===== config.mk =====
export PLATFORM = sky130hd
export DESIGN_NAME = uart_loopback_frame_link_flat
export DESIGN_NICKNAME = d
export VERILOG_FILES = /design/src/rtl/uart_loopback_frame_link_if.sv /design/src/rtl/uart_loopback_frame_link.sv /design/src/flat_wrapper.sv
export SDC_FILE = /design/constraint.sdc
export NUM_CORES = 1
export LEC_CHECK = 0
export BUFFER_PORTS_ARGS = -buffer_cell sky130_fd_sc_hd__buf_4
export CORE_MARGIN = 5
export CORE_UTILIZATION = 55
export CTS_CLUSTER_SIZE = 8
export DETAILED_ROUTE_END_ITERATION = 7
export PLACE_DENSITY = 0.78
export SYNTH_ARGS = -nofsm -noshare
export SYNTH_HDL_FRONTEND = slang
export SYNTH_SLANG_ARGS = --single-unit

===== constraint.sdc =====
create_clock -name clk -period 6.4 [get_ports clk]
set_input_delay 1.28 -clock clk [delete_from_list [all_inputs] [get_ports clk]]
set_output_delay 1.28 -clock clk [all_outputs]
set_load 0.05 [all_outputs]

===== src/rtl/uart_loopback_frame_link_if.sv =====
// Interface for the loopback frame link: start and word inputs, recovered word and done strobe.
// The bench drives through master; the link itself sits on slave.
interface uart_loopback_frame_link_if;
    logic        manual_start;
    logic [63:0] data_in_64;
    logic [63:0] data_out_64;
    logic        data_out_done;

    modport master (
        output manual_start,
        output data_in_64,
        input  data_out_64,
        input  data_out_done
    );

    modport slave (
        input  manual_start,
        input  data_in_64,
        output data_out_64,
        output data_out_done
    );
endinterface


===== src/rtl/uart_loopback_frame_link.sv =====
// 64-bit word sent as eight 8N1 bytes, MSB byte first, over an internal loopback line.
// A UART receiver on the same line reassembles the word and strobes done once per frame.
module uart_loopback_frame_link #(
    parameter int CLK_FREQ  = 50_000_000,
    parameter int BAUD      = 115200,
    parameter int BAUD_DIV  = CLK_FREQ / BAUD,
    parameter int GAP_BYTES = 2
) (
    input  logic                          clk,
    input  logic                          rst_n,
    uart_loopback_frame_link_if.slave     bus
);
    localparam logic [31:0] BIT_LAST  = 32'(BAUD_DIV - 1);
    localparam logic [31:0] HALF_LAST = 32'(BAUD_DIV / 2 - 1);
    // GAP lasts GAP_BYTES*10 bit times minus the one LATCH cycle.
    localparam logic [31:0] GAP_LAST  = 32'(GAP_BYTES * 10 * BAUD_DIV - 2);

    typedef enum logic [1:0] {TX_IDLE, TX_LATCH, TX_SEND, TX_GAP} tx_state_t;
    typedef enum logic [1:0] {RX_IDLE, RX_START, RX_DATA, RX_STOP} rx_state_t;

    tx_state_t   tx_state, tx_state_nxt;
    logic [31:0] tx_cnt;
    logic [3:0]  tx_bit;
    logic [2:0]  tx_byte;
    logic [63:0] tx_shreg;
    logic [7:0]  tx_byte_cur;
    logic        tx_line;

    rx_state_t   rx_state, rx_state_nxt;
    logic [1:0]  rx_sync;
    logic        rx_s, rx_prev;
    logic [31:0] rx_cnt;
    logic [2:0]  rx_bit;
    logic [7:0]  rx_byte;
    logic [2:0]  rx_nbytes;
    logic [55:0] rx_word;
    logic [63:0] data_out_q;
    logic        done_q;

    assign bus.data_out_64   = data_out_q;
    assign bus.data_out_done = done_q;
    assign rx_s              = rx_sync[1];

    always_ff @(posedge clk) begin
        if (rst_n) tx_state <= TX_IDLE;
        else       tx_state <= tx_state_nxt;
    end

    always_comb begin
        tx_state_nxt = tx_state;
        case (tx_state)
            TX_IDLE:  if (bus.manual_start) tx_state_nxt = TX_LATCH;
            TX_LATCH: tx_state_nxt = TX_SEND;
            TX_SEND:  if (tx_cnt == BIT_LAST && tx_bit == 4'd9 && tx_byte == 3'd7)
                          tx_state_nxt = TX_GAP;
            TX_GAP:   if (tx_cnt == GAP_LAST) tx_state_nxt = TX_LATCH;
            default:  tx_state_nxt = TX_IDLE;
        endcase
    end

    always_ff @(posedge clk) begin
        if (rst_n) begin
            tx_cnt   <= '0;
            tx_bit   <= '0;
            tx_byte  <= '0;
            tx_shreg <= '0;
        end else begin
            case (tx_state)
                TX_LATCH: begin
                    tx_shreg <= bus.data_in_64;
                    tx_cnt   <= '0;
                    tx_bit   <= '0;
                    tx_byte  <= '0;
                end
                TX_SEND: begin
                    if (tx_cnt == BIT_LAST) begin
                        tx_cnt <= '0;
                        if (tx_bit == 4'd9) begin
                            tx_bit   <= '0;
                            tx_byte  <= tx_byte + 3'd1;
                            tx_shreg <= tx_shreg << 8;
                        end else begin
                            tx_bit <= tx_bit + 4'd1;
                        end
                    end else begin
                        tx_cnt <= tx_cnt + 32'd1;
                    end
                end
                TX_GAP:  tx_cnt <= tx_cnt + 32'd1;
                default: tx_cnt <= '0;
            endcase
        end
    end

    // Bit slot 0 is the start bit, 1..8 data LSB first, 9 the stop bit.
    always_comb begin
        tx_line     = 1'b1;
        tx_byte_cur = tx_shreg[63:56];
        if (tx_state == TX_SEND) begin
            if (tx_bit == 4'd0)      tx_line = 1'b0;
            else if (tx_bit != 4'd9) tx_line = tx_byte_cur[3'(tx_bit - 4'd1)];
        end
    end

    always_ff @(posedge clk) begin
        if (rst_n) begin
            rx_sync  <= 2'b11;
            rx_prev  <= 1'b1;
            rx_state <= RX_IDLE;
        end else begin
            rx_sync  <= {rx_sync[0], tx_line};
            rx_prev  <= rx_s;
            rx_state <= rx_state_nxt;
        end
    end

    always_comb begin
        rx_state_nxt = rx_state;
        case (rx_state)
            RX_IDLE:  if (!rx_s && rx_prev) rx_state_nxt = RX_START;
            RX_START: if (rx_cnt == HALF_LAST) rx_state_nxt = rx_s ? RX_IDLE : RX_DATA;
            RX_DATA:  if (rx_cnt == BIT_LAST && rx_bit == 3'd7) rx_state_nxt = RX_STOP;
            RX_STOP:  if (rx_cnt == BIT_LAST) rx_state_nxt = RX_IDLE;
            default:  rx_state_nxt = RX_IDLE;
        endcase
    end

    always_ff @(posedge clk) begin
        if (rst_n) begin
            rx_cnt     <= '0;
            rx_bit     <= '0;
            rx_byte    <= '0;
            rx_nbytes  <= '0;
            rx_word    <= '0;
            data_out_q <= '0;
            done_q     <= 1'b0;
        end else begin
            done_q <= 1'b0;
            case (rx_state)
                RX_START: rx_cnt <= (rx_cnt == HALF_LAST) ? 32'd0 : rx_cnt + 32'd1;
                RX_DATA: begin
                    if (rx_cnt == BIT_LAST) begin
                        rx_cnt  <= '0;
                        rx_byte <= {rx_s, rx_byte[7:1]};
                        rx_bit  <= rx_bit + 3'd1;
                    end else begin
                        rx_cnt <= rx_cnt + 32'd1;
                    end
                end
                RX_STOP: begin
                    if (rx_cnt == BIT_LAST) begin
                        rx_cnt <= '0;
                        // A low stop bit drops the byte and restarts word assembly.
                        if (!rx_s) begin
                            rx_nbytes <= '0;
                        end else if (rx_nbytes == 3'd7) begin
                            data_out_q <= {rx_word, rx_byte};
                            done_q     <= 1'b1;
                            rx_nbytes  <= '0;
                        end else begin
                            rx_word   <= {rx_word[47:0], rx_byte};
                            rx_nbytes <= rx_nbytes + 3'd1;
                        end
                    end else begin
                        rx_cnt <= rx_cnt + 32'd1;
                    end
                end
                default: begin
                    rx_cnt <= '0;
                    rx_bit <= '0;
                end
            endcase
        end
    end
endmodule


===== src/flat_wrapper.sv =====
// flat-port wrapper written by rule: the top's interface ports become plain ports
module uart_loopback_frame_link_flat 
#(
    parameter int CLK_FREQ  = 50_000_000,
    parameter int BAUD      = 115200,
    parameter int BAUD_DIV  = CLK_FREQ / BAUD,
    parameter int GAP_BYTES = 2
)
  (clk, rst_n, bus_manual_start, bus_data_in_64, bus_data_out_64, bus_data_out_done);
  uart_loopback_frame_link_if bus_i ();
  input  logic clk;
  input  logic rst_n;
  input wire logic [$bits(bus_i.manual_start)-1:0] bus_manual_start;
  input wire logic [$bits(bus_i.data_in_64)-1:0] bus_data_in_64;
  output wire logic [$bits(bus_i.data_out_64)-1:0] bus_data_out_64;
  output wire logic [$bits(bus_i.data_out_done)-1:0] bus_data_out_done;
  assign bus_i.manual_start = bus_manual_start;
  assign bus_i.data_in_64 = bus_data_in_64;
  assign bus_data_out_64 = bus_i.data_out_64;
  assign bus_data_out_done = bus_i.data_out_done;
  uart_loopback_frame_link #(.CLK_FREQ(CLK_FREQ), .BAUD(BAUD), .BAUD_DIV(BAUD_DIV), .GAP_BYTES(GAP_BYTES)) u_core (.clk(clk), .rst_n(rst_n), .bus(bus_i));
endmodule

# Word level (Yosys, flattened, before mapping)
# Index checks and enable logic that the tools add are counted.
# totals
inputBits	67
output_inout_bits	65
ff_bits	277
elab_cells	110
# classes
n_bitwise	6
n_addsub	7
n_eq_ne	25
n_reduce_logical	22
muxes	33
order_cmp	1
# op_table
cell	n
2-to-1 mux 64 bit	2
one-hot mux 32 bit (2 select lines)	2
one-hot mux 64 bit (2 select lines)	1
2-to-1 mux 32 bit	3
adder 32 x 1 -> 32 bit (second input constant)	2
== test 32 x 9 -> 1 bit (second input constant)	2
== test 32 x 14 -> 1 bit (second input constant)	1
== test 32 x 8 -> 1 bit (second input constant)	1
inequality test 2 x 1 -> 1 bit (second input constant)	9
2-to-1 mux 2 bit	8
one-hot mux 2 bit (4 select lines)	2
2-to-1 mux 3 bit	5
one-hot mux 3 bit (2 select lines)	2
AND reduction 4 bit	3
adder 3 x 1 -> 3 bit (second input constant)	3
== test 3 bit (second input constant)	3
== test 2 bit (second input constant)	4
2-to-1 mux 4 bit	2
one-hot mux 4 bit (2 select lines)	1
AND reduction 2 bit	4
NOT 1 bit	6
AND reduction 3 bit	2
OR reduction 2 bit	3
adder 4 x 1 -> 4 bit (second input constant)	1
other kinds (14)	22

# Longest topological paths before layout
# Gate-level depths: netlist (run 1).
# depth
ltp_word	5
depth_mapped	10
mapped_depth_nobuf	7

# Worst setup path after synthesis (run 1)
# Ideal clock, no wire load.
# synth_timing
path_kind	register to register
from	reg u_core.tx_cnt[24]
to	reg u_core.tx_shreg[1]
path_stages_with_launch	8
t_arrival_ns	2.386
n_path_buf	2
required_ns	6.283
setup_time_ns	0.117
synth_period_minus_slack_ns	2.502
slack_ns	3.898
cell_sequence	dfxtp_1 > or4_1 > or4_4 > o41ai_2 > buf_4 > nor2_1 > buf_2 > a22o_1
# synth_via
elab_chain_len	3
# synth_rtl
item	line_no	text
start: declaration	uart_loopback_frame_link.sv:22	logic [31:0] tx_cnt;
start signal: assignment	uart_loopback_frame_link.sv:86	tx_cnt <= tx_cnt + 32'd1;
start signal: assignment	uart_loopback_frame_link.sv:89	TX_GAP: tx_cnt <= tx_cnt + 32'd1;
== test 32 x 9 -> 1 bit	uart_loopback_frame_link.sv:76	if (tx_cnt == BIT_LAST) begin
inequality test 2 x 1 -> 1 bit (no source line)	--	
AND reduction 3 bit (no source line)	--	
end signal: assignment	uart_loopback_frame_link.sv:70	tx_shreg <= bus.data_in_64;
end signal: assignment	uart_loopback_frame_link.sv:81	tx_shreg <= tx_shreg << 8;
end: declaration	uart_loopback_frame_link.sv:25	logic [63:0] tx_shreg;
# No other way between the ends.
# A chain may end at the register's enable or synchronous reset.

# Worst setup path after layout (run 1)
# layout_timing
from	reg u_core.tx_cnt[24]
to	reg u_core.tx_shreg[43]
# Same word-level chain as after synthesis.

==> run summary, run 1 <==
DRC Markers: 0
Clock transition at path regs: 0.05 ns
post-cts sizing count: 0
WL/cell: 15.64 um
CTS root buf: clkbuf_16
CTS tree: yes
GRT Resource Usage Total: 19.87%
DR vias: 8603
Core ar.: 21020 um2
post-synth top area cell: dfxtp_1
Seq/Total Area, Yosys: 47.19%
Peak Freq: 278.8 MHz
WS Path Type: reg -> reg
fin crit share: 56.05%
clock latency on the worst-skew pair: 0.52 ns
post-CTS setup buffer count: 0
worst-margin pin slew: 1.175 ns
Max Slew Vio Count: 0
largest net degree at the start of global routing: 159
max_slew headroom: 20.93%
commonest non-fill, non-tap cell in the layout: dfxtp_1
mapped cell area: 11750 um2
VDD IR max: 0.2297 mV
synth warn: 0
Finished Core Util: 66.20%
RSZ-0062 raised after global routing: false
Fin. Hold Viols: 0
1st-pass router iterations: 8
Routed Antenna Nets: 0
Hold Path Class: reg -> reg
Final setup viols: 0
Synth async-reset ratio: 0%
Die H: 156.2 um
crit start category: flip-flop
power per cell area: 334.5 nW/um2
Post-DP HPWL: 15550 um
full die area: 24390 um2
CP required: 6.81 ns
global route overflow: 0
clock sink count: 277
Worst Setup End Kind: flip-flop
Ant. Diodes: 0
Synth top area share: 47.19%
total chip power: 4.655 mW
CTS Buf Count: 40
number of flops mapped to enable cells by yosys: 0
commonest non-fill, non-tap cells in the layout: dfxtp_1 (277), mux2i_1 (186), buf_4 (138), nand2b_1 (132), nor2_1 (113)
vias in the first global route: 8518
top area cells in the synthesized netlist: dfxtp_1 (47%), mux2i_1 (16%), nand2b_1 (7.0%)
drt total wl: 24460 um
Final Critical Period: 3.587 ns
worst hold start: u_core.rx_sync[0]$_SDFF_PP1_
WHS: 0.4181 ns
worst clock skew: 0.01474 ns
crit path launch: u_core.tx_cnt[24]$_SDFF_PP0_
#FFs+latches synth: 277
Site Rows: 53
Final nets: 1373
H-tree Lvls: 2
Top Ports: 132
initial antenna violation count: 0
P_leak: 5.265 nW
Post-CTS Hold Fix Bufs: 0
crit path DAT: 4.00 ns
setup TNS: 0 ns
Vias/cell: 5.501
Mapped Cells: 1182
fillers: 1689
status: completed
Max Cap Viol: 0
syn_nets: 1268
Initial Utilization: 55.90%
Die Wd: 156.2 um
drt first-iter violations: 459
worst r2r src: u_core.tx_cnt[24]$_SDFF_PP0_
proportion of layout cells with a drive suffix above 1: 15.28%
post-synthesis average cell area: 9.941 um2
Syn-to-layout area delta: 18.44%
top_reg_cell synth: dfxtp_1
maximum root-to-sink buffer count: 3
first-pass GRT wire length: 41160 um
CP max FO: 106
Yosys cell types: 48
RD Place Congestion: 0.8058
Port Buffers: 131
==> worst max-delay path: stages (launching register included) <==
cell,delay (ns)
dfxtp_1,0.36
or4_1,0.55
or4_4,0.58
o41ai_4,0.74
buf_4,0.84
nor2_1,0.10
a211oi_1,0.27
==> per-stage QoR <==
step | cell area [um2] | std cells | worst slack, ns
after floorplan | 11750 | 1182 | 3.898
after global placement | 12870 | 1520 | 2.935
after detailed placement | 12870 | 1520 | 2.858
after CTS | 13920 | 1564 | 2.820
after global routing | 13920 | 1564 | 2.564
final | 13920 | 1564 | 2.813
==> routing by layer <==
metal,track usage [%],up-vias,part of all wire [%]
met5,0,-,0
met4,5.579,0,1.9
met3,3.773,37,4.3
met2,32.27,169,47
met1,27.25,4045,46
li1,-,4352,-
==> flip-flops by register name (all words and copies together), names as in the netlist, named ones only <==
name and count:
u_core.tx_bit 4, u_core.tx_state 2, u_core.tx_byte 3, u_core.rx_sync 2, u_core.rx_bit 3, u_core.rx_cnt 32, u_core.rx_word 56, u_core.rx_nbytes 3
u_core.bus.data_out_done 1, u_core.bus.data_out_64 64, u_core.tx_cnt 32, u_core.rx_byte 8, u_core.rx_state 1, u_core.tx_shreg 64, u_core.rx_prev 1
==> synthesized netlist by cell type, types with 4 or more instances <==
cell and count:
nand2b_1 132, and2_1 6, xnor2_1 25, and3_1 10, a22o_1 8, nor2_1 113, nand4_1 23, or3_1 4
nor4_1 20, xor2_1 35, nand2_1 30, nor3_1 39, dfxtp_1 277, or4_1 9, o21ai_0 4, mux2i_1 186
a31oi_1 4, and4_1 8, buf_4 7, nand3_1 30, clkbuf_1 54, buf_2 14, a211oi_1 62, a21oi_1 11
inv_1 17, o31ai_1 6, ha_1 19
==> power breakdown <==
group	leakage [nW]	total, mW	switching (mW)	internal (mW)
clock	0.518	1.81	0.703	1.10
combinational	2.50	0.819	0.476	0.343
sequential	2.24	2.03	0.109	1.92
==> cells by family after synthesis <==
| logic type | count (synthesis) | share of synthesized area (%) |
|---|---|---|
| muxes | 188 | 16.23 |
| DFF | 277 | 47.19 |
| adders and majority gates | 19 | 2.023 |
| xor gates and xnor gates | 60 | 4.472 |
| AOI/OAI and AO/OA | 106 | 6.613 |
| buffers and inverters | 93 | 3.344 |
| and+or+nand+nor | 439 | 20.13 |
==> layout make-up <==
class,count,area (um2),area share (%)
multi-input cells,812,5866,42.15
flip-flops and latches,277,5545,39.85
repair buffers,139,1047,7.525
clock buffers,40,1001,7.192
well taps,275,344.1,2.472
inverters,17,63.81,0.4585
clock inverters,4,50.05,0.3596
==> final timing paths <==
check                                                   endpoint  slack (ns)  depth (start not counted)
worst max-delay path            u_core.tx_shreg[43]$_SDFFE_PP0P_        2.81                          6
worst min-delay path                u_core.rx_sync[1]$_SDFF_PP1_        0.42                          1
worst max register to register  u_core.tx_shreg[43]$_SDFFE_PP0P_        2.81                          6
worst min register to register      u_core.rx_sync[1]$_SDFF_PP1_        0.42                          1
Note: power is estimated with default switching activity, not from simulation.
==> run 2, diff against run 1 <==
Clock period 6.4 ns to 3.6 ns, I/O delays scaled along.
==> run summary, run 2 (synthesis gave the netlist of run 1 again) <==
CTS Buf Count: 40 (unchanged)
Die H: 156.2 um (unchanged)
CTS root buf: clkbuf_16
largest net degree at the start of global routing: 178 (+12%)
worst hold path depth: 1 (unchanged)
Core ar.: 21020 um2 (unchanged)
Worst Setup End Kind: flip-flop
first-pass GRT wire length: 40500 um (-1.6%)
Hold Path Class: reg -> reg
path depth of the worst reg2reg path: 6 (unchanged)
WS Path Type: reg -> reg
fin cells: 1573 (+0.58%)
CP peak stage delay: 0.59 ns (-0.25 ns)
placed insts: 1528 (+0.53%)
Site Rows: 53 (unchanged)
DRC Markers: 0 (unchanged)
Final Instance Area: 14000 um2 (+0.62%)
area of the multi-input gates: 5857 um2 (-0.15%)
status: completed
register area: 5545 um2 (unchanged)
Final nets: 1381 (+0.58%)
DP Worst Slack: 0.6946 ns (-2.164 ns)
Top Ports: 132 (unchanged)
clock latency on the worst-skew pair: 0.50 ns (-0.02 ns)
DR vias: 8631 (+0.33%)
1st-pass router iterations: 6 (-2)
VDD IR max: 0.4366 mV (+90%)
worst-margin pin slew: 1.014 ns (-0.1612 ns)
drt first-iter violations: 465 (+1.3%)
GRT Resource Usage Total: 19.54% (-0.34 points)
worst hold start: u_core.rx_sync[0]$_SDFF_PP1_
fin crit share: 82.51% (+26 points)
WL/cell: 15.54 um (-0.65%)
crit start category: flip-flop
commonest non-fill, non-tap cells in the layout: dfxtp_1 (277), mux2i_1 (186), buf_4 (144), nand2b_1 (132), nor2_1 (113)
global route overflow: 0 (unchanged)
Final Critical Period: 2.971 ns (-0.6164 ns)
full die area: 24390 um2 (unchanged)
Ant. Diodes: 0 (unchanged)
cell at the slowest stage of the critical path: or4_4
post-CTS setup buffer count: 0 (unchanged)
Finished Core Util: 66.62% (+0.41 points)
P_leak: 5.314 nW (+0.93%)
max_slew headroom: 31.78% (+11 points)
CP max FO: 56 (-47%)
Clock transition at path regs: 0.05 ns (about the same)
Port Buffers: 131 (unchanged)
Max Cap Viol: 0 (unchanged)
drt total wl: 24440 um (about the same)
power per cell area: 595.9 nW/um2 (+78%)
CP cell instances: or4_1, or4_4, o41ai_4, buf_4, nor2_1, a211oi_1
vias in the first global route: 8418 (-1.2%)
worst r2r src: u_core.tx_cnt[24]$_SDFF_PP0_
RD Place Congestion: 0.8212 (+1.9%)
proportion of layout cells with a drive suffix above 1: 15.79% (+0.51 points)
Fin. Hold Viols: 0 (unchanged)
hold endpoint: u_core.rx_sync[1]$_SDFF_PP1_
Final setup viols: 0 (unchanged)
Max Slew Vio Count: 0 (unchanged)
Vias/cell: 5.487 (-0.25%)
Post-CTS Hold Fix Bufs: 0 (unchanged)
Die Wd: 156.2 um (unchanged)
reg-to-reg setup timing slack: 0.63 ns (-2.18 ns)
fillers: 1602 (-5.2%)
Initial Utilization: 55.90% (unchanged)
post-cts sizing count: 0 (unchanged)
final worst slack: 0.6295 ns (-2.184 ns)
worst clock skew: 0.01066 ns (-0.004074 ns)
crit path DAT: 3.37 ns (-0.63 ns)
Worst R2R End: u_core.tx_shreg[21]$_SDFFE_PP0P_
total chip power: 8.344 mW (+79%)
H-tree Lvls: 2 (unchanged)
setup TNS: 0 ns (unchanged)
CP required: 4.00 ns (-2.81 ns)
RSZ-0062 raised after global routing: false
clock sink count: 277 (unchanged)
initial antenna violation count: 0 (unchanged)
Peak Freq: 336.6 MHz (+21%)
commonest non-fill, non-tap cell in the layout: dfxtp_1
DP Area: 12940 um2 (+0.59%)
Routed Antenna Nets: 0 (unchanged)
WHS: 0.4063 ns (-0.01180 ns)
CTS tree: yes
Post-DP HPWL: 15700 um (+0.94%)
Syn-to-layout area delta: 19.18%
maximum root-to-sink buffer count: 3 (unchanged)
## run 2: area by class of cell
| cell class | count | share of cell area (%) |
|---|---|---|
| Clock buffer | 43 | 7.452 |
| Clock inverter | 2 | 0.1251 |
| Inverter | 17 | 0.4557 |
| Multi-Input combinational cell | 812 | 41.82 |
| Sequential cell | 277 | 39.60 |
| Tap cell | 275 | 2.457 |
| Timing Repair Buffer | 147 | 8.086 |
## run 2: worst max-delay path: cells and delay by family (launching register included)
kind | cells | cell delay, ns
and+or+nand+nor | 3 | 1.25
AOI/OAI and AO/OA | 2 | 0.74
DFF | 1 | 0.37
buffers and inverters | 1 | 0.52
## run 2: power by group
part           switching, mW  total (mW)  internal [mW]
clock                   1.22        3.24           2.02
combinational          0.874        1.50          0.630
sequential             0.189        3.60           3.41
total                   2.29        8.34           6.06
## run 2: worst max-delay path by stage
stage,slack [ns],cells past startpoint,startpoint,endpoint
floorplan,1.10,7,u_core.tx_cnt[24]$_SDFF_PP0_,u_core.tx_shreg[1]$_SDFFE_PP0P_
global placement,0.78,6,u_core.tx_cnt[24]$_SDFF_PP0_,u_core.tx_shreg[18]$_SDFFE_PP0P_
detailed placement,0.69,6,u_core.tx_cnt[24]$_SDFF_PP0_,u_core.tx_shreg[26]$_SDFFE_PP0P_
CTS,0.65,6,u_core.tx_cnt[24]$_SDFF_PP0_,u_core.tx_shreg[21]$_SDFFE_PP0P_
global route,0.48,6,u_core.tx_cnt[24]$_SDFF_PP0_,u_core.tx_shreg[18]$_SDFFE_PP0P_
finish,0.63,6,u_core.tx_cnt[24]$_SDFF_PP0_,u_core.tx_shreg[21]$_SDFFE_PP0P_
## run 2: layer usage
layer	vias up	share of wire, %	global-route usage (%)
li1	4365	-	-
met1	4065	46	26.55
met2	165	48	32.25
met3	36	4.6	3.745
met4	0	1.7	4.959
met5	-	0	0
==> run 3, diff against run 2 <==
Settings changed: CORE_UTILIZATION 55 to 53.
Clock period 3.6 ns to 2.6 ns, I/O delays scaled along.
==> run summary, run 3 (synthesis gave the netlist of run 1 again) <==
status: completed
Syn-to-layout area delta: 21.47%
Final setup viols: 0 (unchanged)
full die area: 25250 um2 (+3.5%)
area of the multi-input gates: 5898 um2 (+0.70%)
GR Util met2: 31.43% (-0.82 points)
drt total wl: 25130 um (+2.8%)
crit start category: flip-flop
total chip power: 11.83 mW (+42%)
fin crit share: 95.40% (+13 points)
DR vias: 8708 (+0.89%)
global route overflow: 0 (unchanged)
CTS tree: yes
fillers: 1721 (+7.4%)
first-pass GRT wire length: 42460 um (+4.8%)
GRT met1 Usage: 25.81% (-0.74 points)
P_leak: 5.445 nW (+2.4%)
drt first-iter violations: 508 (+9.2%)
Ant. Diodes: 0 (unchanged)
initial antenna violation count: 0 (unchanged)
DP Worst Slack: -0.006088 ns (-0.7007 ns)
RSZ-0062 raised after global routing: false
CTS root buf: clkbuf_16
Die Wd: 158.9 um (+1.7%)
met3 GRT Util: 3.914% (+0.17 points)
CP required: 3.04 ns (-0.96 ns)
setup TNS: 0 ns (unchanged)
worst-margin pin slew: 0.6636 ns (-0.3504 ns)
Site Rows: 54 (+1.9%)
power per cell area: 829.2 nW/um2 (+39%)
commonest non-fill, non-tap cells in the layout: dfxtp_1 (277), mux2i_1 (186), buf_4 (153), nand2b_1 (132), nor2_1 (112)
largest net degree at the start of global routing: 117 (-34%)
Core ar.: 21820 um2 (+3.8%)
clock latency on the worst-skew pair: 0.51 ns (about the same)
Clock transition at path regs: 0.05 ns (about the same)
Fin. Hold Viols: 0 (unchanged)
Final nets: 1398 (+1.2%)
Final Critical Period: 2.480 ns (-0.4901 ns)
Die H: 158.9 um (+1.7%)
GR peak layer: met2
Top Ports: 132 (unchanged)
Hold Path Class: in -> reg
WL/cell: 15.77 um (+1.5%)
commonest non-fill, non-tap cell in the layout: dfxtp_1
Post-DP HPWL: 16090 um (+2.5%)
Max Cap Viol: 0 (unchanged)
Routed Antenna Nets: 0 (unchanged)
final worst slack: 0.1196 ns (-0.5099 ns)
CP max FO: 6 (-89%)
vias in the first global route: 8676 (+3.1%)
Vias/cell: 5.463 (-0.44%)
max_slew headroom: 55.76% (+24 points)
worst clock skew: 0.01093 ns (+0.0002701 ns)
GRT Resource Usage Total: 19.16% (-0.37 points)
WS Path Type: reg -> reg
register area: 5545 um2 (unchanged)
1st-pass router iterations: 4 (-2)
RD Place Congestion: 0.8228 (+0.19%)
H-tree Lvls: 2 (unchanged)
VDD IR max: 0.6279 mV (+44%)
Port Buffers: 131 (unchanged)
Worst Setup End Kind: flip-flop
clock sink count: 277 (unchanged)
Max Slew Vio Count: 0 (unchanged)
CTS Buf Count: 40 (unchanged)
maximum root-to-sink buffer count: 3 (unchanged)
crit path DAT: 2.92 ns (-0.45 ns)
Initial Utilization: 53.84% (-2.1 points)
DRC Markers: 0 (unchanged)
proportion of layout cells with a drive suffix above 1: 17.50% (+1.7 points)
Peak Freq: 403.2 MHz (+20%)
-- run 3: cell types whose count changed in the layout (fill, tap and decap cells not counted), sizes merged --
cell,previous run,this run
buf,147,163
clkbuf,43,40
clkinv,0,2
bufbuf,0,1
-- run 3: critical path, stage by stage, from the launching register on --
cell and delay (ns):
dfxtp_1 0.30, or4_1 0.52, or4_4 0.61, o31a_1 0.34, or4_1 0.50, a21boi_1 0.14
-- run 3: per-layer routing --
layer	vias up	routed length, um
li1	4399	-
met3	38	1017
met2	169	12050
met1	4102	11620
met4	0	449
met5	-	0
-- run 3: final cells by class --
class	instances	area share, %
Clock buffer	40	7.013
Clock inverter	4	0.3507
Inverter	17	0.4471
Multi-Input combinational cell	812	41.33
Sequential cell	277	38.85
Tap cell	280	2.455
Timing Repair Buffer	164	9.556
-- run 3: where the power goes --
| part | leakage [nW] | switching (mW) | internal, mW | total, mW |
|---|---|---|---|---|
| sequential | 2.24 | 0.260 | 4.72 | 4.98 |
| clock | 0.518 | 1.72 | 2.72 | 4.43 |
| combinational | 2.68 | 1.31 | 1.11 | 2.42 |
| total | 5.44 | 3.28 | 8.55 | 11.8 |
-- run 3: worst paths after layout --
check,start,to,slack (ns),cells past startpoint
max,u_core.tx_cnt[24]$_SDFF_PP0_,u_core.tx_bit[3]$_SDFFE_PP0P_,0.12,5
min,bus_data_in_64[1],u_core.tx_shreg[1]$_SDFFE_PP0P_,0.22,2
min reg2reg,u_core.rx_sync[0]$_SDFF_PP1_,u_core.rx_sync[1]$_SDFF_PP1_,0.41,1
max reg2reg,u_core.tx_cnt[24]$_SDFF_PP0_,u_core.tx_bit[3]$_SDFFE_PP0P_,0.12,5
-- run 3: per-stage QoR --
stage               utilization [%]  cell area (um2)  std cells  hold WS (ns)
detailed placement            60.23            13140       1549        0.3985
CTS                           65.23            14240       1594        0.2043
floorplan                         -            11750       1182        0.3895
global placement              60.23            13140       1549        0.3923
global route                  65.40            14270       1594        0.2158
finish                        65.40            14270       1594        0.2238
-- run 3: repair_timing --
| item | 4_1_cts | 5_1_grt |
|---|---|---|
| pin swaps | 1 | 2 |
| buffers inserted | 0 | 0 |
| gates resized for setup | 2 | 7 |
| setup endpoints to repair | 19 | 144 |
| gates cloned | 1 | 0 |
| hold buffers | 0 | 0 |
